==> src/rtl/pkt_mux_rr.sv <==
// pkt_mux_rr: N:1 wormhole packet multiplexer. It locks onto one input port
// from HEAD to TAIL, picking the port by round-robin or by an external select.
// The output flit is registered behind a valid/ready handshake.

// Per-port flit classifier: a valid HEAD may compete for the output; any other
// valid flit is a non-HEAD.
module pkt_mux_rr_port (
    input  logic [1:0] ftype,
    input  logic       vld,
    output logic       head,
    output logic       nonhead
);
    assign head    = vld && (ftype == 2'b01);
    assign nonhead = vld && (ftype != 2'b01);
endmodule

module pkt_mux_rr #(
    parameter int NIN   = 4,
    parameter int DATAW = 66,
    parameter int VCHW  = 2,
    parameter int MODE  = 1,
    parameter int SELW  = $clog2(NIN)
) (
    input  logic                 clk,
    input  logic                 rst_,
    input  logic [NIN*DATAW-1:0] idata,
    input  logic [NIN-1:0]       ivalid,
    input  logic [NIN*VCHW-1:0]  ivch,
    output logic [NIN-1:0]       iready,
    input  logic [SELW-1:0]      sel,
    output logic [DATAW-1:0]     odata,
    output logic                 ovalid,
    output logic [VCHW-1:0]      ovch,
    input  logic                 oready,
    output logic [NIN-1:0]       grant,
    output logic                 busy,
    output logic                 err_drop
);
    localparam logic [1:0]      T_TAIL = 2'b11;
    localparam logic [SELW:0]   NIN_W  = (SELW+1)'(NIN);
    localparam logic [SELW-1:0] LAST   = SELW'(NIN-1);

    typedef enum logic {IDLE, LOCK} state_t;

    state_t           state;
    logic [SELW-1:0]  lock_p;
    logic [SELW-1:0]  rr;
    logic [NIN-1:0]   cand;
    logic [NIN-1:0]   nonhead;
    logic             win_vld;
    logic [SELW-1:0]  win;
    logic [SELW:0]    scan;
    logic             slot_free;
    logic             fwd;
    logic             fwd_tail;
    logic [SELW-1:0]  src;
    logic [DATAW-1:0] src_data;
    logic [VCHW-1:0]  src_vch;

    for (genvar k = 0; k < NIN; k++) begin : g_port
        pkt_mux_rr_port u_port (
            .ftype   (idata[k*DATAW+DATAW-1 -: 2]),
            .vld     (ivalid[k]),
            .head    (cand[k]),
            .nonhead (nonhead[k])
        );
    end

    // Output register can take a new flit when empty or draining this cycle.
    assign slot_free = !ovalid || oready;

    // Arbitration: scan downward from the farthest offset so the candidate
    // nearest rr is written last and wins; sel values past the last port pick nothing.
    always_comb begin
        win_vld = 1'b0;
        win     = '0;
        scan    = '0;
        if (MODE != 0) begin
            for (int i = NIN-1; i >= 0; i--) begin
                scan = {1'b0, rr} + (SELW+1)'(i);
                if (scan >= NIN_W) scan = scan - NIN_W;
                if (cand[scan[SELW-1:0]]) begin
                    win_vld = 1'b1;
                    win     = scan[SELW-1:0];
                end
            end
        end else if (({1'b0, sel} < NIN_W) && cand[sel]) begin
            win_vld = 1'b1;
            win     = sel;
        end
    end

    // Per-port accept: the locked port only while locked; in IDLE the winning HEAD
    // plus every stray non-HEAD flit, which is swallowed here.
    always_comb begin
        iready = '0;
        if (slot_free) begin
            if (state == LOCK) begin
                iready[lock_p] = 1'b1;
            end else begin
                iready = nonhead;
                if (win_vld) iready[win] = 1'b1;
            end
        end
    end

    assign src      = (state == LOCK) ? lock_p : win;
    assign fwd      = slot_free && ((state == LOCK) ? ivalid[lock_p] : win_vld);
    assign src_data = idata[src*DATAW +: DATAW];
    assign src_vch  = ivch[src*VCHW +: VCHW];
    assign fwd_tail = (src_data[DATAW-1 -: 2] == T_TAIL);

    // Output register: load forwarded flits; drop valid once the consumer takes it.
    always_ff @(posedge clk or negedge rst_) begin
        if (!rst_) begin
            odata  <= '0;
            ovch   <= '0;
            ovalid <= 1'b0;
        end else if (fwd) begin
            odata  <= src_data;
            ovch   <= src_vch;
            ovalid <= 1'b1;
        end else if (oready) begin
            ovalid <= 1'b0;
        end
    end

    // Packet lock FSM with registered grant/busy/err_drop and rr pointer update.
    always_ff @(posedge clk or negedge rst_) begin
        if (!rst_) begin
            state    <= IDLE;
            lock_p   <= '0;
            rr       <= '0;
            grant    <= '0;
            busy     <= 1'b0;
            err_drop <= 1'b0;
        end else begin
            err_drop <= (state == IDLE) && slot_free && (|nonhead);
            case (state)
                IDLE: if (fwd) begin
                    state  <= LOCK;
                    lock_p <= win;
                    grant  <= NIN'(1) << win;
                    busy   <= 1'b1;
                end
                LOCK: if (fwd && fwd_tail) begin
                    state <= IDLE;
                    grant <= '0;
                    busy  <= 1'b0;
                    if (MODE != 0) rr <= (lock_p == LAST) ? '0 : lock_p + 1'b1;
                end
                default: state <= IDLE;
            endcase
        end
    end
endmodule
==> config.mk <==
export PLATFORM = sky130hd
export DESIGN_NAME = pkt_mux_rr
export DESIGN_NICKNAME = d
export VERILOG_FILES = /design/src/rtl/pkt_mux_rr.sv
export SDC_FILE = /design/constraint.sdc
export NUM_CORES = 1
export LEC_CHECK = 0
export CAP_MARGIN = 10
export CORE_AREA = 3 3 140 142
export DETAILED_ROUTE_END_ITERATION = 7
export DIE_AREA = 0 0 143 145
export PLACE_DENSITY_LB_ADDON = 0.15
export SLEW_MARGIN = 20
export SYNTH_ARGS = -nofsm -noshare
export SYNTH_HDL_FRONTEND = slang
export SYNTH_SLANG_ARGS = --single-unit
==> constraint.sdc <==
create_clock -name clk -period 2.7 [get_ports clk]
set_input_delay 0.54 -clock clk [delete_from_list [all_inputs] [get_ports clk]]
set_output_delay 0.54 -clock clk [all_outputs]
set_load 0.02 [all_outputs]
Yosys cells after proc, flatten, opt, wreduce, memory -nomap -nowiden
Cells that the tools add are included.
{"block": "totals", "reg_bits": 80, "inputBits": 281, "output_inout_bits": 79, "wordCells": 111}
{"block": "classes", "addsub": 8, "multipliers": 1, "magnitude_cmp": 12, "n_eq_ne": 12, "shift": 3, "mux": 43, "bitwise_logic": 2, "reduce_logical": 21}
{"operator": "264-bit by 10-bit indexed part select with 66-bit output", "n": 1}
{"operator": "2-bit two-way mux", "n": 10}
{"operator": "4-bit two-way mux", "n": 5}
{"operator": "2-bit by 3-bit < comparator with 1-bit output, second input constant", "n": 6}
{"operator": "1-bit two-way mux", "n": 18}
{"operator": "1-bit logical AND", "n": 14}
{"operator": "1-bit binary-select mux with 2-bit select", "n": 5}
{"operator": "2-bit by 1-bit != test with 1-bit output, second input constant", "n": 5}
{"operator": "3-bit >= comparator, second input constant", "n": 3}
{"operator": "2-bit by 1-bit equality test with 1-bit output, second input constant", "n": 4}
{"operator": "2-bit by 6-bit multiplier with 8-bit output, second input constant", "n": 1}
{"operator": "4-bit case mux with 2 select lines", "n": 1}
{"operator": "8-bit by 4-bit indexed part select with 2-bit output", "n": 1}
{"operator": "2-bit by 1-bit subtractor with 2-bit output, second input constant", "n": 4}
{"operator": "2-bit by 2-bit adder with 3-bit output, second input constant", "n": 2}
{"operator": "2-bit AND reduction", "n": 3}
{"operator": "1-bit demux with 2-bit select", "n": 2}
{"operator": "2-bit equality test, second input constant", "n": 2}
{"operator": "2-bit by 1-bit >= comparator with 1-bit output, second input constant", "n": 2}
{"operator": "4-bit OR", "n": 1}
{"operator": "1-bit case mux with 2 select lines", "n": 2}
{"operator": "4-bit OR reduction", "n": 1}
{"operator": "1-bit by 2-bit << shifter with 4-bit output, first input constant", "n": 1}
{"operator": "2-bit by 1-bit adder with 3-bit output, second input constant", "n": 1}
{"operator": "7 further kinds", "n": 7}

Logic depth before layout (Yosys ltp)
Gate-level depths: netlist of run 1.
{"block": "depth", "word_depth": 17, "mapped_depth": 10}

Cells and area by module
Synthesis of run 1 repeated with hierarchy kept, for this count alone.
{"block": "hier_totals", "hier_cells": 648, "area_unflattened_um2": 5437.7}
{"mod": "pkt_mux_rr", "n_inst": 1, "cells_per_inst": 636, "area_per_inst_um2": 5367.6, "seq_area_each_um2": 2001.9}
{"mod": "pkt_mux_rr_port", "n_inst": 4, "cells_per_inst": 3, "area_per_inst_um2": 17.5, "seq_area_each_um2": 0.0}

Worst setup path before layout of run 1
No wires, ideal clock.
{"block": "synth_timing", "kind": "in2out", "start": "in idata[197]", "end": "out iready[2]", "arrival_ps": 2028, "required_time_ps": 2160, "setup_slack_ps": 132, "cell_stages": 5, "path_cell_list": "nand3b_1 -> nor3_1 -> nor3_1 -> or3_1 -> a31oi_1"}
{"block": "synth_between", "elab_chain_cells": 16}
{"item": "start: declaration", "line_no": "26", "text": "input logic [NIN*DATAW-1:0] idata,"}
{"item": "2-bit by 1-bit equality test with 1-bit output", "line_no": "13", "text": "assign head = vld && (ftype == 2'b01);"}
{"item": "1-bit logical AND", "line_no": "13"}
{"item": "1-bit binary-select mux with 2-bit select", "line_no": "82", "text": "if (cand[scan[SELW-1:0]]) begin"}
{"item": "1-bit two-way mux (implied by the code)", "line_no": "82"}
{"item": "2-bit two-way mux (4 in series)", "line_no": "82"}
{"item": "2-bit by 3-bit < comparator with 1-bit output (implied by the code) or 2-bit by 1-bit >= comparator with 1-bit output (tied branches)", "line_no": "102", "text": "if (win_vld) iready[win] = 1'b1;"}
{"item": "1-bit logical AND (implied by the code)", "line_no": "102"}
{"item": "1-bit two-way mux (implied by the code)", "line_no": "102"}
{"item": "1-bit demux with 2-bit select", "line_no": "102"}
{"item": "4-bit OR (no line)"}
{"item": "4-bit two-way mux *", "line_no": "102"}
{"item": "4-bit two-way mux *", "line_no": "98", "text": "if (state == LOCK) begin"}
{"item": "4-bit two-way mux *", "line_no": "97", "text": "if (slot_free) begin"}
{"item": "end: declaration", "line_no": "29", "text": "output logic [NIN-1:0] iready,"}
Mark *: on every way between the ends. The rest lies on a longest branch, timed or not. The select of a mux whose other input is x is not followed.

Worst setup path after layout of run 1
Ends and elaborated chain as after synthesis.

==> results of run 1 <==
## power by group through the flow
stage / clock network (mW) / logic [mW] / registers [mW]
final: 1.14 / 6.41 / 2.17
after global routing: 1.23 / 6.84 / 2.24
after CTS: 1.18 / 6.36 / 2.17
after detailed placement: 0 / 6.32 / 2.18
after global placement: 0 / 6.25 / 2.15
after floorplan: 0 / 3.05 / 2.77
## logic make-up after synthesis
family                   share of synthesized area [%]
AO/OA/AOI/OAI                                     22.8
AND/OR/NAND/NOR                                   4.79
adder cells (fa/ha/maj)                          0.958
flip-flops                                        38.3
buffers and inverters                             5.63
multiplexers                                      27.5
## repair_timing
item | in CTS | in global routing
endpoints found under the setup margin | 5 | 72
pin swaps | 7 | 8
hold buffers | 0 | 0
gates resized for setup | 41 | 21
gates cloned | 0 | 1
setup buffers | 2 | 2
## sequential cells by signal (all words and copies together) (netlist names)
register,count
err_drop,1
rr,2
busy,1
lock_p,2
grant,4
odata,66
ovalid,1
ovch,2
state,1
## how the worst min path moves through the flow
stage	endpoint	from	cells past startpoint	slack, ns
detailed placement	odata[4]	odata[4]	1	0.47
global route	grant[1]	rst_	1	0.22
finish	grant[2]	rst_	1	0.19
global placement	odata[3]	odata[3]	1	0.46
floorplan	busy	rst_	0	0.24
CTS	grant[1]	rst_	1	0.20
## through the flow
| step | cells | TNS, ns | hold slack, ns | area (sq um) |
|---|---|---|---|---|
| after CTS | 1120 | -0.0143 | 0.201 | 9720 |
| after detailed placement | 1102 | -21.23 | 0.465 | 9390 |
| after global placement | 1102 | -20.29 | 0.459 | 9390 |
| after global routing | 1124 | 0 | 0.222 | 9840 |
| final | 1124 | 0 | 0.185 | 9840 |
| after floorplan | 491 | 0 | 0.244 | 5230 |
## cell usage in the layout (no fill, tap or decap), types with 2 or more instances in the layout
cell type,n
dlymetal6s2s_1,6
o2111ai_1,2
buf_12,6
buf_4,61
mux2_2,3
clkinvlp_4,3
buf_6,4
o22ai_2,4
a21o_1,68
o21ai_0,8
and3b_2,3
ha_1,4
o211a_1,3
o21ai_1,2
nand4b_1,3
clkbuf_16,10
nand2_1,14
a21oi_1,3
mux2i_1,137
nand3b_1,3
clkinv_2,2
dlygate4sd2_1,6
inv_1,7
dfrtp_1,79
nor2_1,5
a21oi_2,3
nand2b_1,4
o22ai_1,67
clkdlybuf4s50_1,340
## routing by layer
layer | track usage (%) | share of wire, %
met1 | 22.0 | 38
met2 | 34.4 | 52
met3 | 4.38 | 7.5
met4 | 7.75 | 2.6
met5 | 0 | 0
## area by class of cell
cell class	count	area [sq um]	share of cell area (%)
Sequential cell	80	2000	20.4
Antenna cell	1	2.50	0.0254
Clock buffer	11	243	2.47
Multi-Input combinational cell	361	3060	31.1
Timing Repair Buffer	424	4180	42.5
Inverter	8	30.0	0.305
Clock inverter	5	32.5	0.331
Tap cell	234	293	2.98
## worst max-delay path: stages
cell and delay, ns:
dlygate4sd2_1 0.28, nand4b_1 0.29, a21oi_4 0.22, nor3_2 0.08, or3_4 0.41, a31oi_4 0.17, buf_6 0.14
==> flow_metrics.env, run 1 <==
export IMPL_seqPwrFrac_pct=22.4
export IMPL_switchingPower_mw=4.01
export IMPL_skew_ns=0.00851
export IMPL_drc=0
export IMPL_status="complete, no violations"
export IMPL_synth_top_cells_by_count="138 x mux2i_1, 80 x dfrtp_1, 71 x o22ai_1"
export IMPL_antenna_found_initial=1
export IMPL_clockBufferDepth=2
export IMPL_drive_gt1_share_pct=12.9
export IMPL_dieHeight_microns=145
export IMPL_core_area_sq_mm=0.0186
export IMPL_start_util_pct=28.1
export IMPL_ir_worst_vdd_v=0.000471
export IMPL_slew_viol_final=0
export IMPL_p_per_area_mw_per_mm2=988
export IMPL_grt_max_degree=68
export IMPL_n_fill_cell=1657
export IMPL_yosysSeqAreaShare_pct=38.3
export IMPL_root_buffer="clkbuf_16"
export IMPL_ant_nets=0
export IMPL_clock_sinks=80
export IMPL_crit_start="idata[197]"
export IMPL_reg2reg_slack_ns=0.09
export IMPL_gr_total_overflow=0
export IMPL_maxCapViolCount=0
export IMPL_yosysWarnings=0
export IMPL_wl_per_cell_microns=18.8
export IMPL_fin_total_pwr_mw=9.72
export IMPL_wl_microns=21200
export IMPL_synthesis_instances=491
export IMPL_vias_per_cell=4.98
export IMPL_yosysMostFrequentCell="mux2i_1"
export IMPL_synth_top_area_share_pct=38.3
export IMPL_worst_slack_ns=0.0321
export IMPL_worstHoldPathType="primary input to asynchronous set/reset pin"
export IMPL_rows=50
export IMPL_pin_count=360
export IMPL_synthDistinctLibCells=39
export IMPL_max_freq_ghz=0.375
export IMPL_critPathArrivalTime_ns=2.13
export IMPL_synth_edf_count=0
export IMPL_synth_seq_cells=80
export IMPL_critPathRequiredTime_ns=2.16
export IMPL_hold_violations=0
export IMPL_grt_pass1_wl_microns=31700
export IMPL_synth_top_cell_by_area="dfrtp_1"
export IMPL_synthArstFlopShare_pct=100
export IMPL_slew_headroom_pct=61.2
export IMPL_cp_end_kind="output port"
export IMPL_worstSetupStartpointType="primary input"
export IMPL_drtIter0Drc=126
export IMPL_firstDrtPassIters=4
export IMPL_rsz0062_at_grt="false"
export IMPL_dp_slack_ns=-0.690
export IMPL_die_area_sq_mm=0.0207
export IMPL_comb_power_share_pct=65.9
export IMPL_rr_worst_depth=11
export IMPL_numCtsBuffers=9
export IMPL_r2r_end="odata[6]"
export IMPL_path_class="primary input to output port"
export IMPL_reg2reg_from="rr[1]"
export IMPL_cp_endpoint="iready[2]"
export IMPL_h_tree_depth=3
export IMPL_syn2layout_area_growth_pct=88.3
export IMPL_grt_pass1_vias=6074
export IMPL_pwr_share_clk_pct=11.7
export IMPL_post_route_util_pct=52.9
export IMPL_worst_pin_slew_ns=0.582
export IMPL_route_vias_total=5602
export IMPL_path_clk_slew_ns=0.06
export IMPL_die_w_microns=143
export IMPL_clock_latency_ns=0.33
export IMPL_intPower_mw=5.70
export IMPL_grtUsageTotal_pct=19.3
export IMPL_num_nets_final=1169
export IMPL_period_share_pct=98.8
export IMPL_synth_nets=776
export IMPL_netSwitchingFraction_pct=41.3
export IMPL_synth_area_per_cell_sq_um=10.6
export IMPL_synth_area_leaders="dfrtp_1 38%, mux2i_1 26%, a21o_1 9.8%"
export IMPL_finalSetupViolations=0
export IMPL_cts_tree="built"
export IMPL_dp_hpwl_microns=16500
export IMPL_p_leak_nw=4.34
export IMPL_gp_congestion=0.908
export IMPL_yosys_most_used_dff="dfrtp_1"
export IMPL_post_route_min_period_ns=2.67
export IMPL_synth_area_sq_mm=0.00523
export IMPL_port_buffers=357
export IMPL_crit_fanout=5
(Power assumes the default switching activity.)
==> run 2: changes to the inputs <==
--- a/config.mk
+++ b/config.mk
@@ -6,9 +6,9 @@
 export NUM_CORES = 1
 export LEC_CHECK = 0
 export CAP_MARGIN = 10
-export CORE_AREA = 3 3 140 142
+export CORE_AREA = 3 3 138 140
 export DETAILED_ROUTE_END_ITERATION = 7
-export DIE_AREA = 0 0 143 145
+export DIE_AREA = 0 0 141 143
 export PLACE_DENSITY_LB_ADDON = 0.15
 export SLEW_MARGIN = 20
 export SYNTH_ARGS = -nofsm -noshare
==> constraint.sdc (replaced) <==
create_clock -name clk -period 2.2 [get_ports clk]
set_input_delay 0.44 -clock clk [delete_from_list [all_inputs] [get_ports clk]]
set_output_delay 0.44 -clock clk [all_outputs]
set_load 0.02 [all_outputs]
==> run 2 against run 1 <==
The flow now finishes with violations (negative setup slack). Sequential power is 22% higher. Highest routed layer unchanged. Largest cell class unchanged. Worst setup slack worse by 0.24 ns. Via count is 1.8% higher.
==> flow_metrics.env, run 2 (synthesized netlist as in run 1, its figures left out) <==
export IMPL_use_met2_pct=37.4
export IMPL_drtIter0Drc=217
export IMPL_n_fill_cell=1498
export IMPL_critPathArrivalTime_ns=1.97
export IMPL_use_met1_pct=24.1
export IMPL_holdWs_ns=0.0851
export IMPL_vias_per_cell=4.94
export IMPL_clockBufferDepth=2
export IMPL_met3_usage_pct=4.96
export IMPL_ctsHoldBuffers=0
export IMPL_die_area_sq_mm=0.0202
export IMPL_period_share_pct=109
export IMPL_gp_congestion=0.908
export IMPL_layout_common_cells="340 x clkdlybuf4s50_1, 131 x mux2i_1, 79 x dfrtp_1"
export IMPL_rsz0062_at_grt="true"
export IMPL_firstDrtPassIters=4
export IMPL_clock_sinks=80
export IMPL_critPathRequiredTime_ns=1.76
export IMPL_dp_slack_ns=-0.957
export IMPL_p_leak_nw=4.64
export IMPL_reg_top3="odata: 66 flops, grant: 4 flops"
export IMPL_grt_pass1_wl_microns=32700
export IMPL_cp_end_kind="output port"
export IMPL_crit_chain="buf_6 > nor3_4 > buf_6 > nor3_4 > or3_4 > a31oi_4 > buf_6"
export IMPL_cts_tree="built"
export IMPL_path_clk_slew_ns=0.06
export IMPL_hold_violations=0
export IMPL_maxCapViolCount=0
export IMPL_core_area_sq_mm=0.0180
export IMPL_clock_latency_ns=0.34
export IMPL_postPlaceCellArea_sq_mm=0.00945
export IMPL_top_register="odata"
export IMPL_die_w_microns=141
export IMPL_crit_fanout=5
export IMPL_wl_microns=21300
export IMPL_syn2layout_area_growth_pct=104
export IMPL_start_util_pct=29.1
export IMPL_grt_pass1_vias=6203
export IMPL_num_nets_final=1205
export IMPL_violations="negative setup slack"
export IMPL_route_vias_total=5702
export IMPL_root_buffer="clkbuf_16"
export IMPL_dieHeight_microns=143
export IMPL_status="finished with violations"
export IMPL_largest_reg_flops=66
export IMPL_dp_hpwl_microns=16400
export IMPL_finalInstanceArea_sq_mm=0.0106
export IMPL_path_class="register to output port"
export IMPL_ant_nets=0
export IMPL_final_common_cell="clkdlybuf4s50_1"
export IMPL_finalSetupViolations=78
export IMPL_slew_viol_final=0
export IMPL_worstSetupStartpointType="register"
export IMPL_post_route_util_pct=59.2
export IMPL_slew_headroom_pct=64.8
export IMPL_post_route_min_period_ns=2.41
export IMPL_grt_max_degree=42
export IMPL_grtUsageTotal_pct=20.6
export IMPL_pin_count=360
export IMPL_crit_top_cell="buf_6"
export IMPL_worst_pin_slew_ns=0.528
export IMPL_cp_slowest_cell="dfrtp_2"
export IMPL_h_tree_depth=3
export IMPL_drive_gt1_share_pct=18.7
export IMPL_ir_worst_vdd_v=0.000633
export IMPL_grt_busiest_layer="met2"
export IMPL_worstHoldPathType="primary input to asynchronous set/reset pin"
export IMPL_p_per_area_mw_per_mm2=1280
export IMPL_fin_total_pwr_mw=13.6
export IMPL_port_buffers=357
export IMPL_antenna_found_initial=0
export IMPL_worst_slack_ns=-0.206
export IMPL_wl_per_cell_microns=18.5
export IMPL_numCtsBuffers=9
export IMPL_rows=49
export IMPL_slowest_delay_ns=0.44
export IMPL_antenna_cells=0
export IMPL_skew_ns=0.00649
export IMPL_max_freq_ghz=0.416
export IMPL_drc=0
export IMPL_gr_total_overflow=0
run 2: cell type report:
class | instances | area (sq um) | area share, %
repair buffers | 460 | 4810 | 45.2
well taps | 229 | 287 | 2.69
clock inverters | 6 | 115 | 1.08
inverters | 8 | 30.0 | 0.282
clock buffers | 10 | 239 | 2.25
flip-flops and latches | 80 | 2000 | 18.8
multi-input cells | 361 | 3160 | 29.7
run 2: path summary, 6_finish.rpt:
kind                            startpoint   endpoint  slack (ns)  cells past startpoint
worst max-delay path                 rr[1]  iready[2]       -0.21                      7
worst min-delay path                  rst_  odata[10]        0.09                      1
worst max register to register       rr[1]   odata[5]       -0.14                     12
worst min register to register   odata[44]  odata[44]        0.47                      1
max in group asynchronous             rst_      rr[1]        1.49                      2
min in group clk                 odata[44]  odata[44]        0.47                      1
run 2: worst max-delay path: cells and delay by family (launching register included):
| family | cells | cell delay (ns) |
|---|---|---|
| buf+inv | 3 | 0.41 |
| compound gates | 1 | 0.17 |
| flops | 1 | 0.44 |
| simple gates | 3 | 0.61 |
run 2: layer usage:
layer	vias to the layer above	wire length [microns]	part of all wire (%)
met1	2694	8150	38
met4	0	394	1.8
met5	-	0	0
met3	23	1480	7.0
li1	2744	-	-
met2	241	11300	53
run 2: what timing repair did:
action,CTS,global route
pin swaps,37,24
setup buffers,28,4
gates resized for setup,108,36
gates cloned,10,0
endpoints found under the setup margin,80,80
run 2: per-stage QoR:
| step | std cells | setup TNS, ns |
|---|---|---|
| floorplan | 491 | 0 |
| global placement | 1102 | -48.86 |
| detailed placement | 1102 | -52.56 |
| CTS | 1155 | -8.79 |
| global route | 1154 | -14.12 |
| finish | 1154 | -5.31 |
run 2: power breakdown:
| group | internal, mW | switching, mW |
|---|---|---|
| logic | 5.02 | 4.21 |
| clock network | 1.15 | 0.602 |
| registers | 2.21 | 0.423 |
